[src/rtl/fifo_pkg.sv]
// Shared definitions for the FIFO word serializer: FSM state codes, default widths,
// and helpers that derive the slice ratio and the slice counter width.
package fifo_pkg;

    localparam int unsigned DATA_WIDTH  = 32;
    localparam int unsigned SLICE_WIDTH = 8;

    localparam logic [1:0] ST_IDLE  = 2'd0;
    localparam logic [1:0] ST_FETCH = 2'd1;
    localparam logic [1:0] ST_SEND  = 2'd2;

    function automatic int unsigned slice_ratio(input int unsigned in_w, input int unsigned out_w);
        return in_w / out_w;
    endfunction

    function automatic int unsigned slice_cnt_width(input int unsigned in_w, input int unsigned out_w);
        return $clog2(slice_ratio(in_w, out_w));
    endfunction

endpackage

[src/rtl/slice_shifter.sv]
// Loadable shift register presenting one OUT_WIDTH slice at a time, with a slice
// counter that flags the final slice of the loaded word.
module slice_shifter
    import fifo_pkg::*;
#(
    parameter int unsigned IN_WIDTH  = DATA_WIDTH,
    parameter int unsigned OUT_WIDTH = SLICE_WIDTH,
    parameter bit          MSB_FIRST = 1'b1
) (
    input  logic                 clk,
    input  logic                 reset,
    input  logic                 load,
    input  logic [IN_WIDTH-1:0]  load_data,
    input  logic                 shift_en,
    output logic [OUT_WIDTH-1:0] slice,
    output logic                 last
);

    localparam int unsigned RATIO = slice_ratio(IN_WIDTH, OUT_WIDTH);
    localparam int unsigned CNT_W = slice_cnt_width(IN_WIDTH, OUT_WIDTH);

    logic [IN_WIDTH-1:0] sreg;
    logic [CNT_W-1:0]    cnt;

    // Load restarts the count; each accepted slice moves the next one into view.
    always_ff @(posedge clk or posedge reset) begin
        if (reset) begin
            sreg <= '0;
            cnt  <= '0;
        end else if (load) begin
            sreg <= load_data;
            cnt  <= '0;
        end else if (shift_en) begin
            if (MSB_FIRST) sreg <= sreg << OUT_WIDTH;
            else           sreg <= sreg >> OUT_WIDTH;
            cnt <= cnt + CNT_W'(1);
        end
    end

    if (MSB_FIRST) begin : g_msb
        assign slice = sreg[IN_WIDTH-1 -: OUT_WIDTH];
    end else begin : g_lsb
        assign slice = sreg[OUT_WIDTH-1:0];
    end

    assign last = (cnt == CNT_W'(RATIO - 1));

endmodule

[src/rtl/fifo_word_serializer.sv]
// Pops wide words from the upstream FIFO and streams them out as narrow slices over
// valid/ready, overlapping the next pop with the final slice of the current word.
module fifo_word_serializer
    import fifo_pkg::*;
#(
    parameter int unsigned IN_WIDTH  = DATA_WIDTH,
    parameter int unsigned OUT_WIDTH = SLICE_WIDTH,
    parameter bit          MSB_FIRST = 1'b1
) (
    input  logic                 clk,
    input  logic                 reset,
    input  logic                 fifo_empty,
    output logic                 r_ready,
    input  logic [IN_WIDTH-1:0]  fifo_data,
    output logic                 m_valid,
    input  logic                 m_ready,
    output logic [OUT_WIDTH-1:0] m_data,
    output logic                 m_last,
    output logic                 busy
);

    if ((IN_WIDTH % OUT_WIDTH) != 0 || (IN_WIDTH / OUT_WIDTH) < 2) begin : g_bad_cfg
        $error("fifo_word_serializer: IN_WIDTH must be a multiple of OUT_WIDTH with a ratio of at least 2");
    end

    logic [1:0]           state;
    logic [1:0]           state_nx;
    logic                 load;
    logic                 shift_en;
    logic [OUT_WIDTH-1:0] slice;
    logic                 last;

    slice_shifter #(
        .IN_WIDTH (IN_WIDTH),
        .OUT_WIDTH(OUT_WIDTH),
        .MSB_FIRST(MSB_FIRST)
    ) u_shifter (
        .clk      (clk),
        .reset    (reset),
        .load     (load),
        .load_data(fifo_data),
        .shift_en (shift_en),
        .slice    (slice),
        .last     (last)
    );

    always_ff @(posedge clk or posedge reset) begin
        if (reset) state <= ST_IDLE;
        else       state <= state_nx;
    end

    // Pops are issued only while the FIFO reports data, and never while held in reset.
    always_comb begin
        state_nx = state;
        r_ready  = 1'b0;
        load     = 1'b0;
        shift_en = 1'b0;
        case (state)
            ST_IDLE: begin
                if (!fifo_empty && !reset) begin
                    r_ready  = 1'b1;
                    state_nx = ST_FETCH;
                end
            end
            ST_FETCH: begin
                load     = 1'b1;
                state_nx = ST_SEND;
            end
            ST_SEND: begin
                if (m_ready) begin
                    shift_en = 1'b1;
                    if (last) begin
                        if (!fifo_empty) begin
                            r_ready  = 1'b1;
                            state_nx = ST_FETCH;
                        end else begin
                            state_nx = ST_IDLE;
                        end
                    end
                end
            end
            default: state_nx = ST_IDLE;
        endcase
    end

    assign m_valid = (state == ST_SEND);
    assign m_data  = m_valid ? slice : '0;
    assign m_last  = m_valid && last;
    assign busy    = (state != ST_IDLE);

endmodule

[config.mk]
export PLATFORM = sky130hd
export DESIGN_NAME = fifo_word_serializer
export DESIGN_NICKNAME = d
export VERILOG_FILES = /design/src/rtl/fifo_pkg.sv /design/src/rtl/slice_shifter.sv /design/src/rtl/fifo_word_serializer.sv
export SDC_FILE = /design/constraint.sdc
export NUM_CORES = 1
export LEC_CHECK = 0
export CAP_MARGIN = 0
export CORE_UTILIZATION = 44
export CTS_CLUSTER_SIZE = 30
export DETAILED_ROUTE_END_ITERATION = 8
export GPL_ROUTABILITY_DRIVEN = 0
export PLACE_DENSITY = 0.76
export SYNTH_ARGS = -nofsm -noshare
export SYNTH_HDL_FRONTEND = slang
export SYNTH_SLANG_ARGS = --single-unit
[constraint.sdc]
create_clock -name clk -period 1.3 [get_ports clk]
set_clock_uncertainty 0.1 [all_clocks]
set_input_delay 0.13 -clock clk [delete_from_list [all_inputs] [get_ports clk]]
set_output_delay 0.13 -clock clk [all_outputs]
set_load 0.01 [all_outputs]
After elaboration in Yosys (flattened, before gate mapping)
Index checks and enable logic that the tools add are counted.
{"block": "classes", "addsub": 1, "eq_ne": 6, "mux": 18, "n_reduce_logical": 8}
{"cell": "$mux 32", "n": 2}
{"cell": "$mux 2", "n": 5}
{"cell": "$mux 1", "n": 8}
{"cell": "$mux 8", "n": 1}
{"cell": "$pmux 2 s3", "n": 1}
{"cell": "$eq 2x2->1 const B", "n": 2}
{"cell": "$ne 2x1->1 const B", "n": 2}
{"cell": "$reduce_bool 2->1", "n": 2}
{"cell": "$reduce_and 3->1", "n": 1}
{"cell": "$add 2x1->2 const B", "n": 1}
{"cell": "$eq 2x1->1 const B", "n": 1}
{"cell": "$logic_and 1x1->1", "n": 2}
{"cell": "$logic_not 1->1", "n": 2}
{"cell": "$logic_not 2->1", "n": 1}
{"cell": "$ne 2x2->1 const B", "n": 1}
{"cell": "$pmux 1 s2", "n": 1}
{"block": "word_totals", "register_bits": 36, "input_bits": 36, "out_inout_bits": 12}

Logic depth before layout (Yosys ltp)
{"block": "depth", "depth_word": 4, "mapped_depth": 5, "depth_no_buf": 4}

Hierarchy
From an unflattened synthesis, not the netlist that was laid out.
{"block": "unflattened", "cells_unflattened": 177, "hier_area_um2": 1796.7}
{"mod": "slice_shifter", "instances": 1, "cells_each": 155, "area_each_um2": 1619.1, "seq_area_each_um2": 850.8}
{"mod": "fifo_word_serializer", "instances": 1, "cells_each": 22, "area_each_um2": 177.7, "seq_area_each_um2": 50.0}

Least setup slack after synthesis
No wires, ideal clock.
{"block": "synth_path", "path_type": "register to output", "startpoint": "register state[0]", "endpoint": "output port m_data[0]", "arrival_time_ns": 1.069, "slack_ns": 0.001, "path_stages_with_launch": 4, "cell_sequence": "dfrtp_1 > nor2b_1 > clkbuf_1 > and2_1"}
{"block": "synth_via", "elab_chain_len": 2}
{"item": "start, declared", "line": "fifo_word_serializer.sv:26", "rtl": "logic [1:0] state;"}
{"item": "start signal, assigned", "line": "fifo_word_serializer.sv:49", "rtl": "else state <= state_nx;"}
{"item": "$eq 2x2->1", "line": "fifo_word_serializer.sv:86", "rtl": "assign m_valid = (state == ST_SEND);"}
{"item": "net m_valid", "line": "fifo_word_serializer.sv:15", "rtl": "output logic m_valid,"}
{"item": "$mux 8", "line": "fifo_word_serializer.sv:87", "rtl": "assign m_data = m_valid ? slice : '0;"}
{"item": "end, declared", "line": "fifo_word_serializer.sv:17", "rtl": "output logic [OUT_WIDTH-1:0] m_data,"}
The timed path passes the listed nets, and every way through them passes these cells.

Worst setup path in the final report
{"block": "layout_path", "startpoint": "register state[1]", "endpoint": "output port busy"}
{"block": "layout_via", "elab_chain_len": 1}
{"item": "$reduce_bool 2->1", "line": "fifo_word_serializer.sv:89", "rtl": "assign busy = (state != ST_IDLE);"}
{"item": "end, declared", "line": "fifo_word_serializer.sv:19", "rtl": "output logic busy"}
No other way between the ends.

==> flow_summary.json <==
{
  "power_mw": 6.450,
  "die_h_um": 67.20,
  "dpl.hpwl_um": 2909,
  "wire_length_of_the_first_global_routing_pass_um": 8038,
  "drv_cap": 0,
  "grt_max_degree": 37,
  "num-fill-cells": 257,
  "cts-root-to-sink-buffers": 2,
  "synth_fp_nets": 245,
  "final_cells": 327,
  "detail-route-antenna-nets": 0,
  "postSynthRegisterBits": 36,
  "clk_pin_slew_worst_paths_ns": 0.07,
  "sequential_cell_area_fraction_in_the_yosys_report": 0.4816,
  "pin_count": 48,
  "cp_data_required_time_ns": 1.07,
  "num_cts_buffers": 5,
  "syn_to_final_growth_pct": 62.88,
  "vdd_ir_drop_max_uv": 1251,
  "achievable-frequency_mhz": 655.6,
  "die_x_um": 67.20,
  "timing.slew.headroom": 0.8409,
  "cts_num_sinks": 36,
  "outcome": "complete, but fails checks",
  "worst_margin_slew_ns": 0.2386,
  "clk_root_buffer_cell": "sky130_fd_sc_hd__clkbuf_8",
  "top_library_cells_by_usage_in_the_layout_fill_and_taps_aside": "sky130_fd_sc_hd__nand3_1 (42), sky130_fd_sc_hd__dfrtp_1 (36), sky130_fd_sc_hd__clkdlybuf4s50_1 (35), sky130_fd_sc_hd__nand2_1 (32), sky130_fd_sc_hd__buf_6 (21)",
  "final_common_cell": "sky130_fd_sc_hd__nand3_1",
  "netlist.top_cell.by_area": "sky130_fd_sc_hd__dfrtp_1",
  "gr-total-overflow": 0,
  "r2r.worst_path.cells": 7,
  "synth_area_leaders": "sky130_fd_sc_hd__dfrtp_1 (48%), sky130_fd_sc_hd__a32oi_1 (12%), sky130_fd_sc_hd__nand3_1 (11%), sky130_fd_sc_hd__nand2_1 (6.6%), sky130_fd_sc_hd__and2_1 (3.0%)",
  "hold_path_class": "input pin to asynchronous set/reset pin",
  "grt_util_all_layers": 0.2430,
  "setup.worst_path.class": "register to primary output",
  "finalWorstPathRequiredPeriod_ns": 1.525,
  "placedInstanceArea_um2": 2464,
  "viasPerCell": 5.982,
  "cts_hold_buffers": 0,
  "worstSetupEndpointType": "primary output",
  "r2r_setup_slack_ns": -0.18,
  "share_of_the_clock_period_used_by_the_worst_path": 1.173,
  "post-route-drc-count": 0,
  "dp_cells": 303,
  "antenna_found_initial": 0,
  "syn-mean-instance-area_um2": 8.993,
  "report.final.slew_viol_count": 0,
  "post_synth_num_cell_types": 22,
  "critPathMaxFanout": 6,
  "dr.first_iter.drc_count": 237,
  "hold_viol": 0,
  "synth_edf_count": 0,
  "nNetsFinal": 313,
  "post-synth-top-area-fraction": 0.4816,
  "vias": 1956,
  "die_area_um2": 4516,
  "r2r-start": "state[1]",
  "post_synth_instance_area_um2": 1871,
  "final_critical_path_setup_slack_ns": -0.2253,
  "final.setup.tns_ns": -6.141,
  "rr_endpoint": "u_shifter.cnt[1]",
  "worst_hold_margin_ns": 0.1679,
  "worst_slack_at_placement_ns": -0.3456,
  "power.density_cell_area_nw_per_um2": 2117,
  "arrival_ns": 1.30,
  "clock_latency_reported_for_the_late_side_of_the_worst_skew_pair_ns": 0.30,
  "start_util": 0.4643,
  "synth_ff_type": "sky130_fd_sc_hd__dfrtp_1",
  "core_region_area_um2": 4029,
  "layout.cell_area.non_filler_um2": 3047,
  "postLayoutCoreUtil": 0.7562,
  "startpoint_class_of_the_critical_path": "register",
  "antenna_diode_count": 0,
  "layout-drive-gt1-share": 0.3213,
  "htree_levels": 2,
  "unrepaired_setup_endpoints_after_global_routing": "true",
  "grt_pass1_vias": 1645,
  "synth-warning-count": 0,
  "violations": "negative setup slack",
  "postSynthCellCount": 208,
  "standby_leakage_power_nw": 1.369,
  "route.detailed.wl_per_inst_um": 17.05,
  "pre_repair_dr_iteration_count": 5,
  "asyncSetResetFlopFracSynth": 1.000,
  "routed_wl_um": 5574,
  "finalSetupViolations": 46,
  "port-buffer-count": 47,
  "rows": 23,
  "cts_tree": "done"
}
-- Yosys cell counts, drive strengths merged (3+ instances only) --
| library cell | instances |
|---|---|
| nor2b | 3 |
| a2bb2oi | 4 |
| nor2 | 10 |
| clkbuf | 6 |
| buf | 14 |
| a32oi | 25 |
| and2 | 9 |
| dfrtp | 36 |
| nand2 | 33 |
| o22ai | 8 |
| a21oi | 8 |
| nand3 | 42 |
-- flip-flops by register name, indices dropped and copies added, names as in the netlist --
register / flops
u_shifter.cnt: 2
u_shifter.sreg: 32
state: 2
-- report_power, final --
group	switching (mW)	leakage (nW)	internal, mW
Sequential	0.413	0.468	1.58
Clock	0.417	0.0645	0.677
Combinational	1.58	0.836	1.78
Total	2.42	1.37	4.03
-- worst max-delay path, cell delays in order (launching register included) --
cell,delay [ns]
sky130_fd_sc_hd__dfrtp_1,0.41
sky130_fd_sc_hd__buf_6,0.14
sky130_fd_sc_hd__buf_6,0.14
sky130_fd_sc_hd__nor2_4,0.15
sky130_fd_sc_hd__inv_2,0.05
sky130_fd_sc_hd__buf_6,0.11
-- how the worst max path moves through the flow --
stage,start,end,slack (ns),cells after the start
detailed placement,m_ready,r_ready,-0.35,4
global route,state[1],m_data[6],-0.27,4
finish,state[1],busy,-0.23,5
CTS,state[0],m_data[3],-0.25,5
global placement,m_ready,r_ready,-0.36,4
floorplan,state[0],m_data[0],0.001,3
-- layer usage --
metal | vias up | track usage | wire length [um]
met4 | 0 | 0.08777 | 107
li1 | 908 | - | -
met5 | - | 0 | 0
met3 | 13 | 0.06250 | 474
met2 | 101 | 0.3775 | 2721
met1 | 934 | 0.3261 | 2271
-- kinds of logic after synthesis --
logic type,after synthesis,share of synthesized area
compound gates,47,0.1920
flops,36,0.4816
simple gates,101,0.2522
buf+inv,23,0.06756
fa+ha+maj,1,0.006688
-- timing repair --
item                       4_1_cts  5_1_grt
buffers inserted                 6        8
gates cloned                     1        4
pin swaps                       14        6
setup endpoints to repair       47       46
resized for setup               81       35
-- area by class of cell --
type,count,area [um^2],share of cell area
sequential,36,900.9,0.2957
timing repair buffer,81,899.6,0.2953
tap,50,62.56,0.02053
inverter,3,15.01,0.004928
clock inverter,1,30.03,0.009856
multi-input combinational,149,1042,0.3421
clock buffer,7,96.34,0.03162
Power figures use the tool's default switching activity.
